[src/rtl/rvee_dec_queue.sv]
// rvee_dec_queue: decode-to-execute queue with pending-write register scoreboard.
//
// A DEPTH-entry circular buffer that decouples decode (producer) from exec
// (consumer). Each entry carries an opaque decoded-instruction payload plus
// the destination register and its write-enable. busy_regs flags every GPR
// that has a pending write in some queued entry.
//
// Parameters:
//   XLEN  - datapath width; only used to size the default payload
//   DEPTH - entry count, power of two >= 2
//   DW    - payload width
// Ports:
//   clk, rst            - clock; asynchronous active-high reset
//   in_valid/in_ready   - producer handshake
//   in_data, in_rd,
//   in_rd_we            - offered entry: payload, destination reg, write flag
//   out_valid/out_ready - consumer handshake
//   out_data            - head entry payload
//   flush               - discard all queued entries at the next edge
//   count               - number of valid entries
//   busy_regs           - per-GPR pending-write flags (bit 0 always 0)
module rvee_dec_queue #(
  parameter int XLEN  = 32,
  parameter int DEPTH = 4,
  parameter int DW    = 4*XLEN+32
) (
  input  logic                     clk,
  input  logic                     rst,
  input  logic                     in_valid,
  output logic                     in_ready,
  input  logic [DW-1:0]            in_data,
  input  logic [4:0]               in_rd,
  input  logic                     in_rd_we,
  output logic                     out_valid,
  input  logic                     out_ready,
  output logic [DW-1:0]            out_data,
  input  logic                     flush,
  output logic [$clog2(DEPTH):0]   count,
  output logic [31:0]              busy_regs
);

  localparam int AW = $clog2(DEPTH);
  localparam logic [AW:0]   FULL_CNT = (AW+1)'(DEPTH);
  localparam logic [AW:0]   CNT_ONE  = (AW+1)'(1);
  localparam logic [AW-1:0] PTR_ONE  = AW'(1);

  logic [AW-1:0]    rptr;
  logic [AW-1:0]    wptr;
  logic [DEPTH-1:0] vld;

  // Payload storage is deliberately unreset; vld gates every use of it.
  logic [DW-1:0]    mem_data [DEPTH];
  logic [4:0]       mem_rd   [DEPTH];
  logic [DEPTH-1:0] mem_we;

  logic push;
  logic pop;

  // Both handshake outputs depend only on registered state (and rst), so
  // there is no combinational path between the producer and consumer sides.
  assign in_ready  = (count != FULL_CNT) && !rst;
  assign out_valid = (count != '0);
  assign out_data  = mem_data[rptr];

  assign push = in_valid && in_ready && !flush;
  assign pop  = out_valid && out_ready && !flush;

  always_ff @(posedge clk or posedge rst) begin
    if (rst) begin
      rptr  <= '0;
      wptr  <= '0;
      count <= '0;
      vld   <= '0;
    end else if (flush) begin
      // Collapse onto the write pointer; any same-cycle push/pop is ignored.
      rptr  <= wptr;
      count <= '0;
      vld   <= '0;
    end else begin
      // push and pop never target the same slot: pop needs count != 0 and
      // push needs count != DEPTH, so rptr == wptr cannot occur with both.
      if (push) begin
        wptr      <= wptr + PTR_ONE;
        vld[wptr] <= 1'b1;
      end
      if (pop) begin
        rptr      <= rptr + PTR_ONE;
        vld[rptr] <= 1'b0;
      end
      case ({push, pop})
        2'b10:   count <= count + CNT_ONE;
        2'b01:   count <= count - CNT_ONE;
        default: count <= count;
      endcase
    end
  end

  always_ff @(posedge clk) begin
    if (push) begin
      mem_data[wptr] <= in_data;
      mem_rd[wptr]   <= in_rd;
      mem_we[wptr]   <= in_rd_we;
    end
  end

  // Scoreboard built from registered entries only; stale slots are masked
  // by vld so popped or flushed entries never report a pending write.
  always_comb begin
    busy_regs = '0;
    for (int unsigned i = 0; i < DEPTH; i++) begin
      if (vld[AW'(i)] && mem_we[AW'(i)]) begin
        busy_regs[mem_rd[AW'(i)]] = 1'b1;
      end
    end
    busy_regs[0] = 1'b0;
  end

endmodule
[config.mk]
export PLATFORM = sky130hd
export DESIGN_NAME = rvee_dec_queue
export DESIGN_NICKNAME = d
export VERILOG_FILES = /design/src/rtl/rvee_dec_queue.sv
export SDC_FILE = /design/constraint.sdc
export NUM_CORES = 1
export LEC_CHECK = 0
export CAP_MARGIN = 25
export CELL_PAD_IN_SITES_DETAIL_PLACEMENT = 1
export CELL_PAD_IN_SITES_GLOBAL_PLACEMENT = 1
export CORE_ASPECT_RATIO = 0.9
export CORE_UTILIZATION = 51
export DETAILED_ROUTE_END_ITERATION = 16
export PLACE_DENSITY = 0.95
export SETUP_SLACK_MARGIN = 0.05
export SYNTH_ARGS = -nofsm -noshare
export SYNTH_HDL_FRONTEND = slang
export SYNTH_SLANG_ARGS = --single-unit
[constraint.sdc]
create_clock -name clk -period 10.9 [get_ports clk]
set_input_delay 2.18 -clock clk [delete_from_list [all_inputs] [get_ports clk]]
set_output_delay 2.18 -clock clk [all_outputs]
set_load 0.01 [all_outputs]
==> impl.org <==
** Yosys
- Of all flip-flops after synthesis, the portion carrying an async set or reset was 1.63%.
- Number of enable flip-flop cells after synthesis :: 664
- Cell types occupying the most area after synthesis :: sky130_fd_sc_hd__edfxtp_1 (78%), sky130_fd_sc_hd__mux4_2 (14%), sky130_fd_sc_hd__dfrtp_1 (1.1%)
- For this run, the number of Yosys warnings is 0.
- Combined area of all synthesized cells :: 25400 µm²
- In the synthesized netlist the dominant register cell turns out to be sky130_fd_sc_hd__edfxtp_1.
- Fraction of the yosys area taken by sequential cells :: 79.6%
- Post-Syn Area per Cell :: 23.4 µm²
- Distinct cell type count after synthesis :: 48
- Largest area contributor in the netlist :: sky130_fd_sc_hd__edfxtp_1
- The top cell type by area accounts for 78.5% of the synthesized area.
- Post-synthesis cell count :: 1088
- The number of nets handed over by synthesis was 1268.
- In this run, synthesis produced a sequential element count of 675.

** STA
- The number of pins exceeding their max-slew limit in the final report was 0.
- In the final timing run, aggregate negative setup slack is 0 ps.
- Number of endpoints with negative hold slack in the final report :: 0
- Post-layout minimum cycle time :: 5980 ps
- The tightest hold path in the finished design has a slack of 605 ps.
- Crit share post-route :: 54.9%
- For this run, the top clock speed supported by timing is 167 MHz.
- Worst max-slew margin expressed relative to the limit :: 25.3%
- Setup violations remaining at the end of the flow were counted as 0.
- At the pin with the least slew margin, the transition time is 1110 ps.
- Setup repair after global routing left no endpoint under its margin.
- Across the routed clock network, the largest skew measured is 27.0 ps.

** Floorplanning
- From left edge to right edge, the die measures 237 µm.
- Number of primary I/O pins :: 368
- Placement row count :: 77
- Die height :: 214 µm
- For this configuration, the core starts out at a cell density of 51.7%.
- The floorplan step defined a die boundary enclosing 50700 µm².
- Core Box Area :: 49100 µm²

** GRT
- Antenna violations before repair :: 10
- Sum of overflow across all layers after global routing :: 0
- Largest net degree at the start of global routing :: 64
- Global routing consumed, over all layers together, 26.6% of the routing resources.
- The number of global-route vias before repair was 14200.
- Global-route wire length before repair :: 96.0 mm

** Power
- In this run switching power makes up 27.5% of total power.
- Sequential power share :: 41.4%
- Dividing total power by cell area gives a power density of 237 nW/µm².
- Summed over all cells, the static leakage comes to 10.1 nW.
- Summed over all nets, the switching power comes to 0.00209 W.
- Logic pwr share :: 28.7%
- IR analysis of the VDD net gives a maximum drop of 0.169 mV.
- The internal portion of the total power is 0.00551 W.
- Clock power share :: 29.9%

** CTS
- The root buffer cell chosen for the clock tree is sky130_fd_sc_hd__clkbuf_16.
- Maximum buffer depth of the clock tree :: 3
- Post-cts repair resize count :: 0
- Number of buffers created by CTS :: 68
- Latest clock arrival within the worst-skew pair :: 610 ps
- TritonCTS built the clock tree.
- CTS sink count :: 675
- Hold repair after CTS inserted 0 buffers.
- Clk slew on worst S/H paths :: 60 ps
- Post-CTS setup-driven buffer insertion count :: 0
- The H-tree generated during clock tree synthesis spans 3 levels.

** Place
- Detailed Place HPWL :: 41.5 mm
- IO buf count :: 366
- Global placement routability congestion :: 0.881

** Setup path
- Along the worst path, the maximum fanout reaches 43.
- For the worst setup path, the data arrival time is 3800 ps.
- CP endpoint kind :: output pin
- Worst Setup Start Kind :: flip-flop
- For flop-to-flop paths, the worst setup slack is 7400 ps.
- Critical path class :: reg -> out
- The number of cells on the worst reg-to-reg path is 5.
- STA puts the critical path data required time at 8720 ps.
- In this run the critical register-to-register path is launched from count[0].
- In this run the critical register-to-register path is captured at mem_data[3][134].

** Worst hold path
- Class of the tightest hold or removal check :: reg -> reg
- For hold timing, the worst endpoint is wptr[1].
- Along the worst hold path, the cell count comes to 1.
- The startpoint identified for the worst hold timing path is wptr[1].

** Detailed routing
- Drt pass-1 iters :: 5
- For this run, design rule violations remaining after detail routing come to 0.
- Post-detailed-route count of antenna-violating nets :: 0
- Drt first-iter violations :: 1037
- Overall routed net length :: 67.2 mm
- Dividing the detail-routed via count by the number of cells gives 5.99.
- Final routed wire length divided by cell count :: 30.7 µm
- DR vias :: 13100

** Layout
- The layout has 3913 filler cells.
- Leaving out fill and tap cells, the most frequent cell in the layout is sky130_fd_sc_hd__edfxtp_1.
- In the final layout, the multi-input gates occupy 4980 µm².
- In the layout the commonest cells are sky130_fd_sc_hd__edfxtp_1 (664), sky130_fd_sc_hd__clkdlybuf4s50_1 (366), sky130_fd_sc_hd__mux4_2 (160).
- Relative to the synthesized area, the layout overhead comes to 26.1%.
- For this run, the share of the core covered by cells in the final layout is 65.2%.
- Sequential standard cell area :: 20200 µm²
- Net count reported at finish :: 1680
- Cells with a size suffix above 1 make up 18.6% of the layout.

** Status
- Outcome :: complete, no violations

** Run
- Max capacitance violation total :: 0
layer usage:
layer / track usage, % / wire length (µm)
met1: 32.0 / 24600
met2: 46.5 / 35600
met3: 7.52 / 5110
met4: 9.10 / 1850
met5: 0 / 69
registers in the layout (all words and copies together) (netlist names):
| name | cells |
|---|---|
| mem_we | 4 |
| mem_data | 640 |
| count | 3 |
| wptr | 2 |
| mem_rd | 20 |
| vld | 4 |
| rptr | 2 |
worst max path at each step:
stage                     cells past startpoint             end  startpoint
final                                         6   out_data[133]     rptr[0]
after global routing                          6   out_data[147]     rptr[0]
after CTS                                     4   out_data[133]     rptr[0]
after detailed placement                      4   out_data[146]     rptr[0]
after global placement                        4   out_data[137]     rptr[0]
after floorplan                               3  mem_data[0][0]         rst
worst max-delay path, cell delays in order (launching register included):
cell and delay, ps:
sky130_fd_sc_hd__dfrtp_4 640, sky130_fd_sc_hd__buf_4 390, sky130_fd_sc_hd__buf_16 330, sky130_fd_sc_hd__buf_4 300, sky130_fd_sc_hd__buf_16 330, sky130_fd_sc_hd__mux4_2 590
sky130_fd_sc_hd__clkdlybuf4s50_1 540
cell type report:
type	count	area share (%)
flip-flops and latches	675	63.1
clock inverters	34	0.894
repair buffers	385	12.1
diodes	4	0.0312
clock buffers	88	5.81
multi-input cells	363	15.5
inverters	7	0.0820
well taps	632	2.47
kinds of logic after synthesis:
group           share of synthesized area [%]
buf+inv                                 0.886
other cells                            0.0148
mux                                      14.4
compound gates                           2.20
flops                                    79.6
simple gates                             2.39
xor+xnor                                0.133
fa+ha+maj                               0.473
per-stage QoR:
step | cell area [µm²] | cells | worst slack, ps | power [W]
floorplan | 25400 | 1088 | 3750 | 0.00428
detailed placement | 29800 | 2058 | 4940 | 0.00532
CTS | 31900 | 2180 | 4250 | 0.00764
global placement | 29800 | 2057 | 4970 | 0.00525
global route | 32000 | 2187 | 4670 | 0.00784
finish | 32000 | 2188 | 4920 | 0.00760
power groups by stage:
stage	Clock, W	Combinational (W)	Sequential, W
finish	0.00227	0.00218	0.00314
global route	0.00239	0.00228	0.00316
CTS	0.00232	0.00217	0.00315
detailed placement	0	0.00213	0.00320
global placement	0	0.00207	0.00318
floorplan	0	0.00115	0.00314
Yosys cell counts (2+ instances only):
| master | n |
|---|---|
| sky130_fd_sc_hd__edfxtp_1 | 664 |
| sky130_fd_sc_hd__mux4_2 | 160 |
| sky130_fd_sc_hd__nand2_1 | 32 |
| sky130_fd_sc_hd__a22oi_1 | 21 |
| sky130_fd_sc_hd__buf_2 | 21 |
| sky130_fd_sc_hd__nor2_1 | 21 |
| sky130_fd_sc_hd__clkbuf_1 | 20 |
| sky130_fd_sc_hd__o221ai_1 | 14 |
| sky130_fd_sc_hd__o211ai_1 | 13 |
| sky130_fd_sc_hd__a21oi_1 | 11 |
| sky130_fd_sc_hd__dfrtp_1 | 11 |
| sky130_fd_sc_hd__nor3_1 | 9 |
| sky130_fd_sc_hd__ha_1 | 8 |
| sky130_fd_sc_hd__nor3b_1 | 8 |
| sky130_fd_sc_hd__inv_1 | 7 |
| sky130_fd_sc_hd__nand3b_1 | 6 |
| sky130_fd_sc_hd__and2_1 | 5 |
| sky130_fd_sc_hd__or3_1 | 5 |
| sky130_fd_sc_hd__a211oi_1 | 4 |
| sky130_fd_sc_hd__nand3_1 | 4 |
| sky130_fd_sc_hd__a221o_1 | 3 |
| sky130_fd_sc_hd__and3b_1 | 3 |
| sky130_fd_sc_hd__o22ai_1 | 3 |
| sky130_fd_sc_hd__or3b_2 | 3 |
| sky130_fd_sc_hd__a2bb2oi_1 | 2 |
| sky130_fd_sc_hd__and3_1 | 2 |
| sky130_fd_sc_hd__mux2_1 | 2 |
| sky130_fd_sc_hd__nand2b_1 | 2 |
| sky130_fd_sc_hd__nand4_1 | 2 |
| sky130_fd_sc_hd__nor2b_1 | 2 |
| sky130_fd_sc_hd__o21ai_0 | 2 |
| sky130_fd_sc_hd__xnor2_1 | 2 |
(Power assumes the default switching activity.)
